`config.mk`:
```
export PLATFORM = sky130hd
export DESIGN_NAME = lanzones_lsu_flat
export DESIGN_NICKNAME = d
export VERILOG_FILES = /design/src/rtl/lanzones_lsu_if.sv /design/src/rtl/lanzones_lsu.sv /design/src/flat_wrapper.sv
export SDC_FILE = /design/constraint.sdc
export NUM_CORES = 1
export LEC_CHECK = 0
export CORE_MARGIN = 3
export CORE_UTILIZATION = 40
export DETAILED_ROUTE_END_ITERATION = 10
export HOLD_SLACK_MARGIN = 0.06
export PLACE_DENSITY = 0.74
export SLEW_MARGIN = 20
export SYNTH_ARGS = -nofsm -noshare
export SYNTH_HDL_FRONTEND = slang
export SYNTH_SLANG_ARGS = --single-unit
```
`constraint.sdc`:
```
create_clock -name clk -period 2.58 [get_ports clk]
set_clock_uncertainty 0.15 [all_clocks]
set_input_delay 0.258 -clock clk [delete_from_list [all_inputs] [get_ports clk]]
set_output_delay 0.258 -clock clk [all_outputs]
set_load 0.01 [all_outputs]
```
`src/rtl/lanzones_lsu_if.sv`:
```
// rtl/lanzones_lsu_if.sv - word-addressed memory bus between the lanzones LSU and memory
interface lanzones_lsu_if;
  logic        RRdy;
  logic [31:0] RAddr;
  logic [31:0] RWData;
  logic        RWEn;
  logic [3:0]  RWStrobe;
  logic        RVld;
  logic [31:0] RData;

  modport master (
    output RRdy, RAddr, RWData, RWEn, RWStrobe,
    input  RVld, RData
  );

  modport slave (
    input  RRdy, RAddr, RWData, RWEn, RWStrobe,
    output RVld, RData
  );
endinterface

```
`src/rtl/lanzones_lsu.sv`:
```
// rtl/lanzones_lsu.sv - RV32I load/store unit with alignment check and bus watchdog
module lanzones_lsu #(
  parameter int TIMEOUT_CYC = 255,
  parameter int TO_W        = 8
) (
  input  logic        clk,
  input  logic        rstn,
  input  logic        req_valid,
  output logic        req_ready,
  input  logic        req_we,
  input  logic [2:0]  req_funct3,
  input  logic [31:0] req_addr,
  input  logic [31:0] req_wdata,
  output logic        rsp_valid,
  output logic [31:0] rsp_rdata,
  output logic [1:0]  rsp_err,
  lanzones_lsu_if.master bus
);

  typedef enum logic [1:0] {IDLE, BUS, RSP} state_t;

  localparam bit            TO_EN   = (TIMEOUT_CYC != 0);
  localparam logic [TO_W-1:0] TO_LAST = TO_W'((TIMEOUT_CYC > 0) ? TIMEOUT_CYC - 1 : 0);

  state_t          state, state_n;
  logic [TO_W-1:0] to_cnt;
  logic            accept, illegal, misaligned, req_bad, timeout_hit, leaving_bus;
  logic [3:0]      st_strobe;
  logic [31:0]     st_data;
  logic [2:0]      f3_q;
  logic [1:0]      alo_q;
  logic [31:0]     ld_word, ld_ext;

  assign req_ready   = (state == IDLE) && rstn;
  assign rsp_valid   = (state == RSP);
  assign accept      = req_valid && req_ready;
  assign req_bad     = illegal || misaligned;
  assign timeout_hit = TO_EN && (to_cnt == TO_LAST);
  assign leaving_bus = (state == BUS) && (state_n != BUS);

  // Request decode: legality of funct3 per direction, then natural alignment by size.
  always_comb begin
    illegal = 1'b0;
    case (req_funct3)
      3'd0, 3'd1, 3'd2: illegal = 1'b0;
      3'd4, 3'd5:       illegal = req_we;
      default:          illegal = 1'b1;
    endcase
    misaligned = ((req_funct3[1:0] == 2'b01) && req_addr[0]) ||
                 ((req_funct3[1:0] == 2'b10) && (req_addr[1:0] != 2'b00));
  end

  // Store lane placement: strobe shifted to the byte offset, data replicated across lanes.
  always_comb begin
    st_strobe = 4'b0000;
    st_data   = 32'd0;
    if (req_we) begin
      case (req_funct3[1:0])
        2'b00:   begin st_strobe = 4'b0001 << req_addr[1:0]; st_data = {4{req_wdata[7:0]}};  end
        2'b01:   begin st_strobe = 4'b0011 << req_addr[1:0]; st_data = {2{req_wdata[15:0]}}; end
        default: begin st_strobe = 4'b1111;                  st_data = req_wdata;            end
      endcase
    end
  end

  // Load extraction: shift the addressed lane down, then sign- or zero-extend by funct3.
  always_comb begin
    ld_word = bus.RData >> {alo_q, 3'b000};
    ld_ext  = ld_word;
    case (f3_q)
      3'd0:    ld_ext = {{24{ld_word[7]}}, ld_word[7:0]};
      3'd4:    ld_ext = {24'd0, ld_word[7:0]};
      3'd1:    ld_ext = {{16{ld_word[15]}}, ld_word[15:0]};
      3'd5:    ld_ext = {16'd0, ld_word[15:0]};
      default: ld_ext = ld_word;
    endcase
  end

  // Next-state logic; a bus completion beats a simultaneous watchdog expiry.
  always_comb begin
    state_n = state;
    case (state)
      IDLE: if (accept) state_n = req_bad ? RSP : BUS;
      BUS:  if (bus.RVld || timeout_hit) state_n = RSP;
      RSP:  state_n = IDLE;
      default: state_n = IDLE;
    endcase
  end

  // State register.
  always_ff @(posedge clk or negedge rstn) begin
    if (!rstn) state <= IDLE;
    else       state <= state_n;
  end

  // Watchdog counter: cleared on accept, counts BUS cycles without a completion.
  always_ff @(posedge clk or negedge rstn) begin
    if (!rstn)                              to_cnt <= '0;
    else if (accept)                        to_cnt <= '0;
    else if ((state == BUS) && !bus.RVld)   to_cnt <= to_cnt + 1'b1;
  end

  // Registered bus outputs: loaded on a good accept, held through BUS, cleared on exit.
  always_ff @(posedge clk or negedge rstn) begin
    if (!rstn) begin
      bus.RRdy     <= 1'b0;
      bus.RAddr    <= 32'd0;
      bus.RWData   <= 32'd0;
      bus.RWEn     <= 1'b0;
      bus.RWStrobe <= 4'b0000;
    end else if (accept && !req_bad) begin
      bus.RRdy     <= 1'b1;
      bus.RAddr    <= {2'b00, req_addr[31:2]};
      bus.RWData   <= st_data;
      bus.RWEn     <= req_we;
      bus.RWStrobe <= st_strobe;
    end else if (leaving_bus) begin
      bus.RRdy     <= 1'b0;
      bus.RAddr    <= 32'd0;
      bus.RWData   <= 32'd0;
      bus.RWEn     <= 1'b0;
      bus.RWStrobe <= 4'b0000;
    end
  end

  // Request context needed later to extract load data.
  always_ff @(posedge clk or negedge rstn) begin
    if (!rstn) begin
      f3_q  <= 3'd0;
      alo_q <= 2'd0;
    end else if (accept) begin
      f3_q  <= req_we ? 3'd2 : req_funct3;
      alo_q <= req_addr[1:0];
    end
  end

  // Response payload: written on the edge entering RSP and held until the next one.
  always_ff @(posedge clk or negedge rstn) begin
    if (!rstn) begin
      rsp_rdata <= 32'd0;
      rsp_err   <= 2'b00;
    end else if (accept && req_bad) begin
      rsp_rdata <= 32'd0;
      rsp_err   <= illegal ? 2'b11 : 2'b01;
    end else if ((state == BUS) && bus.RVld) begin
      rsp_rdata <= bus.RWEn ? 32'd0 : ld_ext;
      rsp_err   <= 2'b00;
    end else if ((state == BUS) && timeout_hit) begin
      rsp_rdata <= 32'd0;
      rsp_err   <= 2'b10;
    end
  end

endmodule

```
`src/flat_wrapper.sv`:
```
// flat-port wrapper written by rule: the top's interface ports become plain ports
module lanzones_lsu_flat 
#(
  parameter int TIMEOUT_CYC = 255,
  parameter int TO_W        = 8
)
  (clk, rstn, req_valid, req_ready, req_we, req_funct3, req_addr, req_wdata, rsp_valid, rsp_rdata, rsp_err, bus_RRdy, bus_RAddr, bus_RWData, bus_RWEn, bus_RWStrobe, bus_RVld, bus_RData);
  lanzones_lsu_if bus_i ();
  input  logic clk;
  input  logic rstn;
  input  logic req_valid;
  output logic req_ready;
  input  logic req_we;
  input  logic [2:0] req_funct3;
  input  logic [31:0] req_addr;
  input  logic [31:0] req_wdata;
  output logic rsp_valid;
  output logic [31:0] rsp_rdata;
  output logic [1:0] rsp_err;
  output wire logic [$bits(bus_i.RRdy)-1:0] bus_RRdy;
  output wire logic [$bits(bus_i.RAddr)-1:0] bus_RAddr;
  output wire logic [$bits(bus_i.RWData)-1:0] bus_RWData;
  output wire logic [$bits(bus_i.RWEn)-1:0] bus_RWEn;
  output wire logic [$bits(bus_i.RWStrobe)-1:0] bus_RWStrobe;
  input wire logic [$bits(bus_i.RVld)-1:0] bus_RVld;
  input wire logic [$bits(bus_i.RData)-1:0] bus_RData;
  assign bus_RRdy = bus_i.RRdy;
  assign bus_RAddr = bus_i.RAddr;
  assign bus_RWData = bus_i.RWData;
  assign bus_RWEn = bus_i.RWEn;
  assign bus_RWStrobe = bus_i.RWStrobe;
  assign bus_i.RVld = bus_RVld;
  assign bus_i.RData = bus_RData;
  lanzones_lsu #(.TIMEOUT_CYC(TIMEOUT_CYC), .TO_W(TO_W)) u_core (.clk(clk), .rstn(rstn), .req_valid(req_valid), .req_ready(req_ready), .req_we(req_we), .req_funct3(req_funct3), .req_addr(req_addr), .req_wdata(req_wdata), .rsp_valid(rsp_valid), .rsp_rdata(rsp_rdata), .rsp_err(rsp_err), .bus(bus_i));
endmodule
```
==> flow_summary.ini <==
[global_routing]
grt_max_degree = 74
antenna_found_initial = 0
overflow = 0
grt_pass1_vias = 4969
track_usage_pct = 22.68
grt_pass1_wl_um = 26290

[synthesis]
synth_cell_type_count = 51
syn-mean-instance-area_um2 = 12.11
synth-edff-count = 0
syn_area_um2 = 5425
synth-main-ff-cell = dfrtp_1
yosysSeqAreaShare_pct = 53.97
synth_seq_cells = 117
synth_top_area_cell = dfrtp_1
synth_area_leaders = dfrtp_1 54%, mux2i_1 8.7%, a22o_1 7.7%
yosysWarnings = 0
synthArstFlopShare_pct = 100.0
syn_inst = 448
yosysTopAreaCellShare_pct = 53.97

[setup_path]
cp-start-kind = flop
arrival_ns = 2.45
critPathMaxFanout = 33
cp-end-kind = flop
worstPathRequired_ns = 2.72
reg2reg_to = u_core.rsp_rdata[28]
r2r_slack_ns = 0.27
worstRegToRegCells = 8
path_class = flop to flop
r2r-start = u_core.to_cnt[0]
crit_start = u_core.to_cnt[0]

[timing]
tns_ns = 0
worstMarginPinSlew_ns = 0.9714
drv_slew = 0
final-hold-violation-count = 0
slew-limit-headroom_pct = 35.24
setup_viol = 0
final.min_clock_period_ns = 2.311
clock.fmax_ghz = 0.4327
timing.final.crit_share_pct = 89.58
rsz0062_at_grt = false
layout_setup_ws_ns = 0.2690
worst_hold_slack_ns = 0.3056

[floorplan]
ios = 210
dieHeight_um = 122.5
row_count = 41
die-area_um2 = 15000
die_width_um = 122.5
core_area_um2 = 12930
initial_core_util_pct = 41.97

[clock_network]
numCtsBuffers = 17
cts_setup_buffers = 0
cts_buffer_depth = 2
clock_latency_ns = 0.41
cts_tree = built
clkTransAtPathRegs_ns = 0.06
cts_root_buf = clkbuf_16
cts.htree.levels = 4
cts.sinks = 117

[drt]
post_drt_wl_per_cell_um = 19.72
drc = 0
final_antenna_net_count = 0
routed_wl_um = 16820
num_vias = 4649
drt_iter0_markers = 394
first_pass_iters = 4
viasPerCell = 5.450

[placement]
dp.cells = 819
preCtsSetupSlack_ns = -0.1580
post-dp-hpwl_um = 11980
numPortBuffers = 207
routabilityCongestion = 0.8838
placed_area_um2 = 7717

[layout]
n_antenna_cell = 0
fin_cells = 853
fillers = 1029
mostFrequentLayoutCell = clkdlybuf4s50_1
drive_gt1_share_pct = 11.45
area_growth_pct = 53.14
final_util_pct = 64.27
final_net_count = 775
final_cell_mix = 206 x clkdlybuf4s50_1, 117 x dfrtp_1, 48 x a22o_1
final_area_um2 = 8308

[pwr]
ir_drop_uv = 390.8
total_leakage_power_nw = 3.667
powerDensity_nw_per_um2 = 786.6
power.total_mw = 6.535

[min_path]
min_to = u_core.bus.RAddr[17]
min_from = req_addr[19]
hold_class = primary input to flop
holdPathStages = 2

[run]
max_cap_viol_count = 0

[outcome]
status = finished clean
-- power breakdown --
part | internal [mW] | switching (mW)
Combinational | 1.12 | 0.809
Sequential | 2.19 | 0.244
Clock | 1.34 | 0.834
-- what timing repair did --
item	in CTS	in global routing
hold buffers	2	0
gates resized for setup	0	0
endpoints found under the setup margin	0	32
endpoints found under the hold margin	44	0
-- per-layer routing --
layer	vias up	part of all wire [%]	routed length, um	track usage [%]
li1	2131	-	-	-
met1	2279	41	6938	27.84
met2	218	46	7763	35.11
met3	21	11	1837	10.83
met4	0	1.7	282	7.838
met5	-	0	0	0
-- synth_stat cells (3+ instances only) --
library cell	number
a211o_1	7
a21o_1	3
a21oi_1	16
a221o_1	9
a22o_1	48
a32o_1	7
buf_1	3
buf_2	11
buf_4	9
buf_6	5
clkbuf_1	7
dfrtp_1	117
inv_1	7
mux2_2	6
mux2i_1	47
nand2_1	32
nand3b_1	3
nor2_1	18
nor2b_1	4
o21ai_0	15
o2bb2ai_1	33
-- worst max path at each step --
stage / endpoint / cells after the start
after floorplan: u_core.rsp_rdata[25] / 7
after global placement: u_core.bus.RAddr[5] / 6
after detailed placement: u_core.bus.RAddr[21] / 6
after CTS: u_core.bus.RAddr[21] / 7
after global routing: u_core.rsp_rdata[27] / 8
final: u_core.rsp_rdata[28] / 8
-- critical path: stages (launching register included) --
cell and delay [ns]:
dfrtp_1 0.41, inv_1 0.09, ha_1 0.16, nand3_1 0.10, o21bai_1 0.45, buf_4 0.21, a21oi_2 0.07, buf_12 0.18
a221o_1 0.35
-- cell type report --
class	count	area [um^2]	share of cell area, %
clock buffers	19	442.9	5.331
clock inverters	12	108.9	1.310
inverters	7	26.28	0.3163
multi-input cells	291	2267	27.29
flip-flops and latches	117	2928	35.24
well taps	172	215.2	2.590
repair buffers	235	2320	27.92
-- state kept, by name, summed over array words and instances, names as in the netlist --
signal	cells
u_core.bus.RRdy	1
u_core.bus.RAddr	30
u_core.state	2
u_core.bus.RWEn	1
u_core.rsp_err	2
u_core.to_cnt	8
u_core.bus.RWStrobe	4
u_core.f3_q	3
u_core.rsp_rdata	32
u_core.bus.RWData	32
u_core.alo_q	2
-- kinds of logic after synthesis --
| family | count (synthesis) | synth area share, % |
|---|---|---|
| compound gates | 149 | 22.53 |
| xor+xnor | 4 | 0.6459 |
| fa+ha+maj | 2 | 0.4612 |
| buf+inv | 42 | 4.474 |
| flops | 117 | 53.97 |
| mux | 54 | 10.33 |
| other cells | 1 | 0.06912 |
| simple gates | 79 | 7.518 |
Power figures use the tool's default switching activity.
